File: src/rtl/fetch_unit.sv
// Instruction fetch stage: holds the PC, reads instruction memory over req/ack,
// and presents the latched instruction and its decoded fields to decode.
module fetch_unit #(
  parameter int unsigned        ADDR_W   = 16,
  parameter logic [ADDR_W-1:0]  RESET_PC = '0
) (
  input  logic              clk,
  input  logic              rst,
  output logic [ADDR_W-1:0] imem_addr,
  output logic              imem_req,
  input  logic              imem_ack,
  input  logic [15:0]       imem_rdata,
  input  logic              redirect,
  input  logic [ADDR_W-1:0] redirect_pc,
  input  logic              stall,
  output logic              instr_valid,
  output logic [15:0]       instr,
  output logic [3:0]        opcode,
  output logic [3:0]        rd,
  output logic [3:0]        rs,
  output logic [3:0]        rt,
  output logic [7:0]        imm8,
  output logic [ADDR_W-1:0] pc_out,
  output logic [ADDR_W-1:0] pc_plus1,
  output logic              halted
);

  localparam int unsigned INSTR_W = 16;
  localparam logic [3:0]  OP_HALT = 4'b1111;

  typedef enum logic [1:0] {
    IDLE  = 2'd0,
    REQ   = 2'd1,
    VALID = 2'd2,
    HALT  = 2'd3
  } state_e;

  state_e               state_q, state_d;
  logic [ADDR_W-1:0]    pc_q, pc_d;
  logic [ADDR_W-1:0]    pc_out_q, pc_out_d;
  logic [INSTR_W-1:0]   instr_q, instr_d;

  // State and datapath registers
  always_ff @(posedge clk) begin
    if (rst) begin
      state_q  <= IDLE;
      pc_q     <= RESET_PC;
      pc_out_q <= '0;
      instr_q  <= '0;
    end else begin
      state_q  <= state_d;
      pc_q     <= pc_d;
      pc_out_q <= pc_out_d;
      instr_q  <= instr_d;
    end
  end

  // Next-state logic; redirect always wins over ack/consume, except in HALT
  always_comb begin
    state_d  = state_q;
    pc_d     = pc_q;
    pc_out_d = pc_out_q;
    instr_d  = instr_q;
    case (state_q)
      IDLE: begin
        state_d = REQ;
        if (redirect) pc_d = redirect_pc;
      end
      REQ: begin
        if (redirect) begin
          pc_d = redirect_pc;
        end else if (imem_ack) begin
          instr_d  = imem_rdata;
          pc_out_d = pc_q;
          pc_d     = pc_q + ADDR_W'(1);
          state_d  = VALID;
        end
      end
      VALID: begin
        if (redirect) begin
          pc_d    = redirect_pc;
          state_d = REQ;
        end else if (!stall) begin
          state_d = (instr_q[15:12] == OP_HALT) ? HALT : REQ;
        end
      end
      HALT: begin
        state_d = HALT;
      end
      default: begin
        state_d = IDLE;
      end
    endcase
  end

  assign imem_addr   = pc_q;
  assign imem_req    = (state_q == REQ);
  assign instr_valid = (state_q == VALID);
  assign halted      = (state_q == HALT);

  assign instr    = instr_q;
  assign opcode   = instr_q[15:12];
  assign rd       = instr_q[11:8];
  assign rs       = instr_q[7:4];
  assign rt       = instr_q[3:0];
  assign imm8     = instr_q[7:0];
  assign pc_out   = pc_out_q;
  assign pc_plus1 = pc_out_q + ADDR_W'(1);

endmodule

File: config.mk
export PLATFORM = sky130hd
export DESIGN_NAME = fetch_unit
export DESIGN_NICKNAME = d
export VERILOG_FILES = /design/src/rtl/fetch_unit.sv
export SDC_FILE = /design/constraint.sdc
export NUM_CORES = 1
export LEC_CHECK = 0
export ABC_CLOCK_PERIOD_IN_PS = 3600
export CAP_MARGIN = 10
export CORE_MARGIN = 4
export CORE_UTILIZATION = 38
export CTS_CLUSTER_DIAMETER = 40
export DETAILED_ROUTE_END_ITERATION = 6
export GPL_TIMING_DRIVEN = 1
export HOLD_SLACK_MARGIN = 0.1
export PLACE_DENSITY = 0.78
export SYNTH_ARGS = -nofsm -noshare
export SYNTH_HDL_FRONTEND = slang
export SYNTH_SLANG_ARGS = --single-unit
File: constraint.sdc
create_clock -name clk -period 3.6 [get_ports clk]
set_input_delay 0.36 -clock clk [delete_from_list [all_inputs] [get_ports clk]]
set_output_delay 0.36 -clock clk [all_outputs]
set_load 0.01 [all_outputs]
# After elaboration in Yosys (flattened, before gate mapping)

Index checks and enable logic that the tools add are counted.

Add/sub/neg operators: 2
Eq/ne operators: 9
Multiplexer cells: 10
Bitwise operators: 1
Reductions and logical operators: 6

Operator list:

| cell                  | number |
|---|---|
| $mux 16               | 3 |
| $add 16x1->16 const B | 2 |
| $pmux 16 s2           | 1 |
| $mux 2                | 5 |
| $reduce_and 3->1      | 3 |
| $pmux 2 s4            | 1 |
| $eq 2x2->1 const B    | 2 |
| $eq 4x4->1 const B    | 1 |
| $ne 2x1->1 const B    | 2 |
| $ne 3x1->1 const B    | 1 |
| $ne 3x3->1 const B    | 1 |
| $eq 2x1->1 const B    | 1 |
| $logic_not 2->1       | 1 |
| $ne 2x2->1 const B    | 1 |
| $reduce_bool 2->1     | 1 |
| $reduce_or 2->1       | 1 |
| $not 1->1             | 1 |

Register bits: 50
Input port bits: 37
Output and inout bits: 91

# Longest topological paths before layout

Gate-level depths: netlist (run 1).

Word-level depth: 5
Depth in mapped cells: 6

# Worst setup path after synthesis (run 1)

OpenSTA, ideal clock, no wires.

Kind: flip-flop to output port
Start: register pc_out_q[2], in the netlist pc_out[2]
End: output pc_plus1[15]
Arrival: 1.420 ns
Data required time: 3.240 ns
Setup slack: 1.820 ns
Stages on the path, launching flop included: 5
Path buffers: 0
Path through: dfxtp_1 > and4_1 > nand4_2 > nor4_1 > xor2_1

Cells in the longest elaborated chain, start to end: 1

Ends and longest elaborated chain:

| what                     | line | source |
|---|---|---|
| start: declaration       | 40   | `logic [ADDR_W-1:0] pc_out_q, pc_out_d;` |
| start signal: assignment | 53   | `pc_out_q <= pc_out_d;` |
| $add 16x1->16            | 108  | `assign pc_plus1 = pc_out_q + ADDR_W'(1);` |
| end: declaration         | 24   | `output logic [ADDR_W-1:0] pc_plus1,` |

Every way passes these cells.

# Worst setup path after layout (run 1)

Same ends and word-level chain as after synthesis.

==> results of run 1 <==
==> through the flow <==
| step | worst slack (ns) | util | std cells |
|---|---|---|---|
| 2_1_floorplan | 1.82 | - | 366 |
| 3_3_place_gp | 1.10 | 0.544 | 549 |
| 3_5_place_dp | 1.05 | 0.544 | 549 |
| 4_1_cts | 0.913 | 0.560 | 557 |
| 5_1_grt | 0.781 | 0.560 | 557 |
| 6_report | 0.924 | 0.560 | 557 |
==> worst paths after layout <==
| kind | from | to | slack (ns) | cells past startpoint |
|---|---|---|---|---|
| max | pc_out[2]$_SDFFE_PP0P_ | pc_plus1[15] | 0.92 | 5 |
| min | instr[8]$_SDFFE_PP0P_ | instr[8]$_SDFFE_PP0P_ | 0.49 | 2 |
| max reg2reg | state_q[0]$_SDFFE_PP0P_ | imem_addr[4]$_SDFFE_PP0P_ | 1.38 | 4 |
| min reg2reg | instr[8]$_SDFFE_PP0P_ | instr[8]$_SDFFE_PP0P_ | 0.49 | 2 |
==> metal layers <==
| metal | vias to the layer above | share of wire | wire [um] | global-route usage |
|---|---|---|---|---|
| met4 | 0 | 0.019 | 154 | 0.0638 |
| met3 | 16 | 0.089 | 717 | 0.0385 |
| met1 | 1357 | 0.41 | 3290 | 0.224 |
| met2 | 130 | 0.49 | 3930 | 0.295 |
| met5 | - | 0 | 0 | 0 |
| li1 | 1432 | - | - | - |
==> area by class of cell <==
type                    count  area (sq um)
fillers                   663          3170
multi-input cells         263          1490
clock inverters             3          43.8
repair buffers            129          1280
well taps                  99           124
flip-flops and latches     50          1000
clock buffers               5          68.8
inverters                   8          30.0
==> power groups by stage <==
stage          clock, uW  combinational (uW)  sequential [uW]
2_1_floorplan          0                 113              632
3_3_place_gp           0                 235              634
3_5_place_dp           0                 240              634
4_1_cts              410                 241              622
5_1_grt              425                 259              629
6_report             401                 240              622
==> logic make-up after synthesis <==
family / Yosys count
fa+ha+maj: 2
mux: 6
xor+xnor: 14
compound gates: 82
flops: 50
buf+inv: 53
simple gates: 159
==> state kept, by name, indices dropped and copies added (netlist names) <==
name,cells
imem_addr,16
instr,16
pc_out,16
state_q,2
==> worst max-delay path: stages, from the launching register on <==
cell	delay (ns)
dfxtp_1	0.44
and4_1	0.27
nand4_2	0.20
nor4_1	0.36
xor2_1	0.18
clkdlybuf4s50_1	0.56
==> layout by cell type, fill, tap and decap left out, types with 6 or more instances in the layout <==
cell and n:
xnor2_1 9, nor2_1 15, nor3_1 7, inv_1 7, nand2_1 82, o21ai_0 9
nand3_1 12, a21oi_1 49, clkdlybuf4s50_1 126, nand2b_1 6, dfxtp_1 50
==> reports/summary.txt, run 1 <==
Outcome: finished, final reports clean
Total chip power: 1260 uW
Port buffer count: 127
Clock root buffer: clkbuf_8
Top-Level Pins: 128
Routed wire length per instance: 14.5 um
Critical path startpoint category: flip-flop
Max cap viols: 0
Wire length of the first global-routing pass: 12,600 um
Proportion of layout cells with a drive suffix above 1: 0.0480
Number of clock buffers inserted by TritonCTS: 5
Worst slew slack as a fraction of its limit: 0.357
Cell internal power dissipation: 920 uW
Dominant cell by count in the synthesized netlist: nand2_1
Data arrival time of the critical path: 2.32 ns
Switching share of power: 0.272
Dominant cells by area after synthesis: dfxtp_1 (36%), nand2_1 (11%), a21oi_1 (8.8%)
Post-synthesis share of cell area spent on full adders, half adders and majority gates: 0.00895
Congestion Overflow GR: 0
Resize count post-CTS: 0
Final Hold Fails: 0
Via count of the first global-routing pass: 2,688
Clock tree from TritonCTS: done
Synthesized-area fraction occupied by and/or/nand/nor cells: 0.282
Max Root-Sink Buffers: 2
Fraction of power consumed by the clock network: 0.317
Detailed placer's ending HPWL: 6110 um
Hold Path Class: reg -> reg
Area fraction of the dominant cell type after synthesis: 0.358
Number of diodes added for antenna fixing: 0
Synthesized-area fraction occupied by xor and xnor cells: 0.0439
Worst-case vdd ir drop: 0.000150 V
Number of nets produced by synthesis: 405
Static Leakage: 0.00140 uW
Core region area: 0.00721 sq mm
Post-synthesis cell type count: 50
Total Neg Setup Slack: 0 ns
Total of flip-flops plus latches after synthesis: 50
Mean instance size in the synthesized netlist: 7.64 sq um
Die Height: 93.8 um
Minimum clock period after layout: 2.68 ns
Worst Setup Path Type: reg -> out
Power density over cell area: 313 mW/mm^2
Area growth from synthesis to final layout: 44.5%
Mux cell area share after synthesis: 0.0219
Slew @ Worst Pin: 0.964 ns
Width of the chip: 93.8 um
Share of the clock period used by the worst path after layout: 0.743
Async set-reset flop share out of synthesis: 0
Final nets: 496
Portion of total power attributed to sequential cells: 0.492
Sort of element at the end of the critical path: primary output
Maximum operating frequency: 374 MHz
Worst Skew: 0.00787 ns
Main combinational cell family by area after synthesis: simple AND/OR/NAND/NOR gates
First drt pass iteration count: 5
Reported net switching power: 344 uW
Starting utilization of the core area: 0.387
Die area: 0.00879 sq mm
Number of routed nets with antenna violations: 0
Num Clock Sinks: 50
Overall routing resource usage: 0.177
Post-route DRC violation count: 0
Dpl cell area: 0.00393 sq mm
WHS: 0.488 ns
Clock transition time at the flip-flop clock pins of the worst setup and hold paths: 0.09 ns
H-tree Lvls: 2
Via count: 2,935
Combinational fraction of design power: 0.190
Most used standard cells in the synthesized netlist: nand2_1 (82), dfxtp_1 (50), a21oi_1 (49)
Worst-path fanout max: 7
Number of flops mapped to enable cells by yosys: 0
Routed WL: 8090 um
Leading area contributor after synthesis: dfxtp_1
Max Slew Vio Count: 0
Prevailing post-synth register cell: dfxtp_1
Post-synthesis compound-gate area fraction: 0.176
Row cnt: 31
Synthesized netlist cell count: 366
CTS Hold Bufs: 0
Largest net degree at the start of global routing: 55
# Post-CTS Setup Buffers: 0
Per-cell via count in the routed design: 5.27
Seq/Total Area, Yosys: 0.358
Clk_lat worst skew: 0.31 ns
Number of setup violations in the final report: 0
Number of synthesis warnings: 0
Finished layout cell area: 0.00404 sq mm
Total standard cell area after synthesis: 0.00280 sq mm
Setup repair after global routing missed its margin: no
RD Place Congestion: 0.899
Required time of the critical path: 3.24 ns
DRC violation total after the first TritonRoute iteration: 267
Antenna violations before repair: 0
Note: power is estimated with default switching activity, not from simulation.
==> inputs of run 2 (changes only) <==
ABC_CLOCK_PERIOD_IN_PS = 2410   (was 3600)
PLACE_DENSITY = 0.8   (was 0.78)
clock period = 2.41 ns   (was 3.6 ns; I/O delays follow)
==> run 2 against run 1 <==
Final cell count up 2.0%. Core utilization up 1.9 points. Design area up 3.4%. First-iteration DRC count up 6.0%. Sequential power up 49%. Clock-buffer cell count up 1. Sequential cell count unchanged. Combinational power up 58%. Clock power up 49%. Sequential share of layout area down 0.57 points. Critical path depth unchanged. Critical path type unchanged. Largest cell class unchanged.
==> reports/summary.txt, run 2 (synthesis gave the netlist of run 1 again) <==
Worst Setup Path Type: reg -> out
Filler cells: 670
Worst-path fanout max: 6
Clock tree from TritonCTS: done
Reported net switching power: 499 uW
Detailed placer's ending HPWL: 6440 um
Minimum clock period after layout: 2.32 ns
Outcome: finished, final reports clean
Max Root-Sink Buffers: 2
Port buffer count: 127
Critical path startpoint category: flip-flop
Num Clock Sinks: 50
Post-route DRC violation count: 0
Slew @ Worst Pin: 0.854 ns
Required time of the critical path: 2.17 ns
Total chip power: 1900 uW
Capture instance of the worst register-to-register path: imem_addr[4]$_SDFFE_PP0P_
Count of cells along the worst hold path: 2
Area growth from synthesis to final layout: 49.4%
Proportion of layout cells with a drive suffix above 1: 0.0938
Antenna violations before repair: 0
Reg2reg start: state_q[1]$_SDFFE_PP0P_
Die Height: 93.8 um
Die area: 0.00879 sq mm
Number of routed nets with antenna violations: 0
Most frequent standard cell in the layout excluding fill and tap cells: clkdlybuf4s50_1
Top-Level Pins: 128
Switching share of power: 0.262
Combinational fraction of design power: 0.199
Maximum operating frequency: 432 MHz
Data arrival time of the critical path: 2.08 ns
Number of setup violations in the final report: 0
Total Neg Setup Slack: 0 ns
Worst-case reg-to-reg path depth: 5
Overall routing resource usage: 0.188
Width of the chip: 93.8 um
Hold path startpoint: rst
Routed WL: 8510 um
Final Hold Fails: 0
Congestion Overflow GR: 0
Row cnt: 31
Hold Path Class: in -> reg
H-tree Lvls: 2
First drt pass iteration count: 4
Final nets: 508
Setup repair after global routing missed its margin: no
CTS Hold Bufs: 0
Worst slew slack as a fraction of its limit: 0.428
Clock root buffer: clkbuf_8
Static Leakage: 0.00149 uW
Sort of element at the end of the critical path: primary output
Clk_lat worst skew: 0.30 ns
Per-cell via count in the routed design: 5.18
RD Place Congestion: 0.871
Fraction of power consumed by the clock network: 0.315
Via count: 2,945
DRC violation total after the first TritonRoute iteration: 283
Worst hold endpoint: pc_out[6]$_SDFFE_PP0P_
Starting utilization of the core area: 0.387
Worst Skew: 0.00438 ns
Share of the clock period used by the worst path after layout: 0.961
Worst-case vdd ir drop: 0.000222 V
Max cap viols: 0
Cell internal power dissipation: 1410 uW
Core region area: 0.00721 sq mm
Via count of the first global-routing pass: 2,816
Wire length of the first global-routing pass: 13,600 um
Clock transition time at the flip-flop clock pins of the worst setup and hold paths: 0.08 ns
Flop2flop setup slack: 0.48 ns
Power density over cell area: 456 mW/mm^2
Most frequent cells in the layout: clkdlybuf4s50_1 (125), nand2_1 (82), a21oi_1 (49)
Portion of total power attributed to sequential cells: 0.486
Max Slew Vio Count: 0
Number of diodes added for antenna fixing: 0
Routed wire length per instance: 15.0 um
Largest net degree at the start of global routing: 24
Number of clock buffers inserted by TritonCTS: 5
[run 2: changes by cell type in the layout (fill, tap and decap cells not counted), sizes merged]
cell,delta
dlymetal6s2s,+1
clkbuf,+1
buf,+12
inv,-1
clkdlybuf4s50,-1
clkinv,-1
[run 2: cell type report]
cell class              count  area [sq um]  share of cell area
multi-input cells         263          1530               0.365
repair buffers            141          1370               0.329
flip-flops and latches     50          1010               0.242
well taps                  99           124              0.0297
clock buffers               6          82.6              0.0198
clock inverters             1          30.0             0.00719
inverters                   8          30.0             0.00719
[run 2: stage by stage]
stage	cell area, sq um	setup slack [ns]	std cells	hold WS (ns)	util
final	4180	0.0938	568	0.315	0.579
after global placement	4010	0.301	560	0.459	0.556
after floorplan	2800	0.749	366	0.364	-
after CTS	4150	0.00997	567	0.311	0.575
after global routing	4180	0.00106	568	0.341	0.579
after detailed placement	4010	0.187	560	0.466	0.556
[run 2: power by group through the flow]
stage	sequential [uW]	clock [uW]	combinational (uW)
6_report	926	599	379
5_1_grt	934	646	410
4_1_cts	925	612	381
3_5_place_dp	944	0	378
3_3_place_gp	942	0	370
2_1_floorplan	945	0	169
[run 2: per-layer routing]
layer | track usage | routed length (um) | part of all wire
met1 | 0.237 | 3550 | 0.42
met2 | 0.321 | 4250 | 0.50
met3 | 0.0304 | 552 | 0.065
met4 | 0.0662 | 165 | 0.019
met5 | 0 | 0 | 0
[run 2: worst max-delay path, stage by stage, from the launching register on]
cell	delay, ns
dfxtp_2	0.39
and4_2	0.29
and3_2	0.23
nand4_1	0.13
xnor2_1	0.18
clkdlybuf4s50_1	0.56
[run 2: repair_timing]
| item | CTS | global route |
|---|---|---|
| resized for setup | 7 | 8 |
| endpoints found under the setup margin | 2 | 7 |
| cloned | 0 | 0 |
| setup buffers | 0 | 1 |
| pin swaps | 0 | 1 |
[run 2: worst max path at each step]
stage	start	end	slack (ns)	cells after the start
global route	pc_out[1]$_SDFFE_PP0P_	pc_plus1[10]	0.001	5
CTS	pc_out[5]$_SDFFE_PP0P_	pc_plus1[15]	0.01	5
floorplan	pc_out[2]$_SDFFE_PP0P_	pc_plus1[15]	0.75	4
finish	pc_out[3]$_SDFFE_PP0P_	pc_plus1[10]	0.09	5
global placement	pc_out[3]$_SDFFE_PP0P_	pc_plus1[15]	0.30	5
detailed placement	pc_out[3]$_SDFFE_PP0P_	pc_plus1[15]	0.19	5
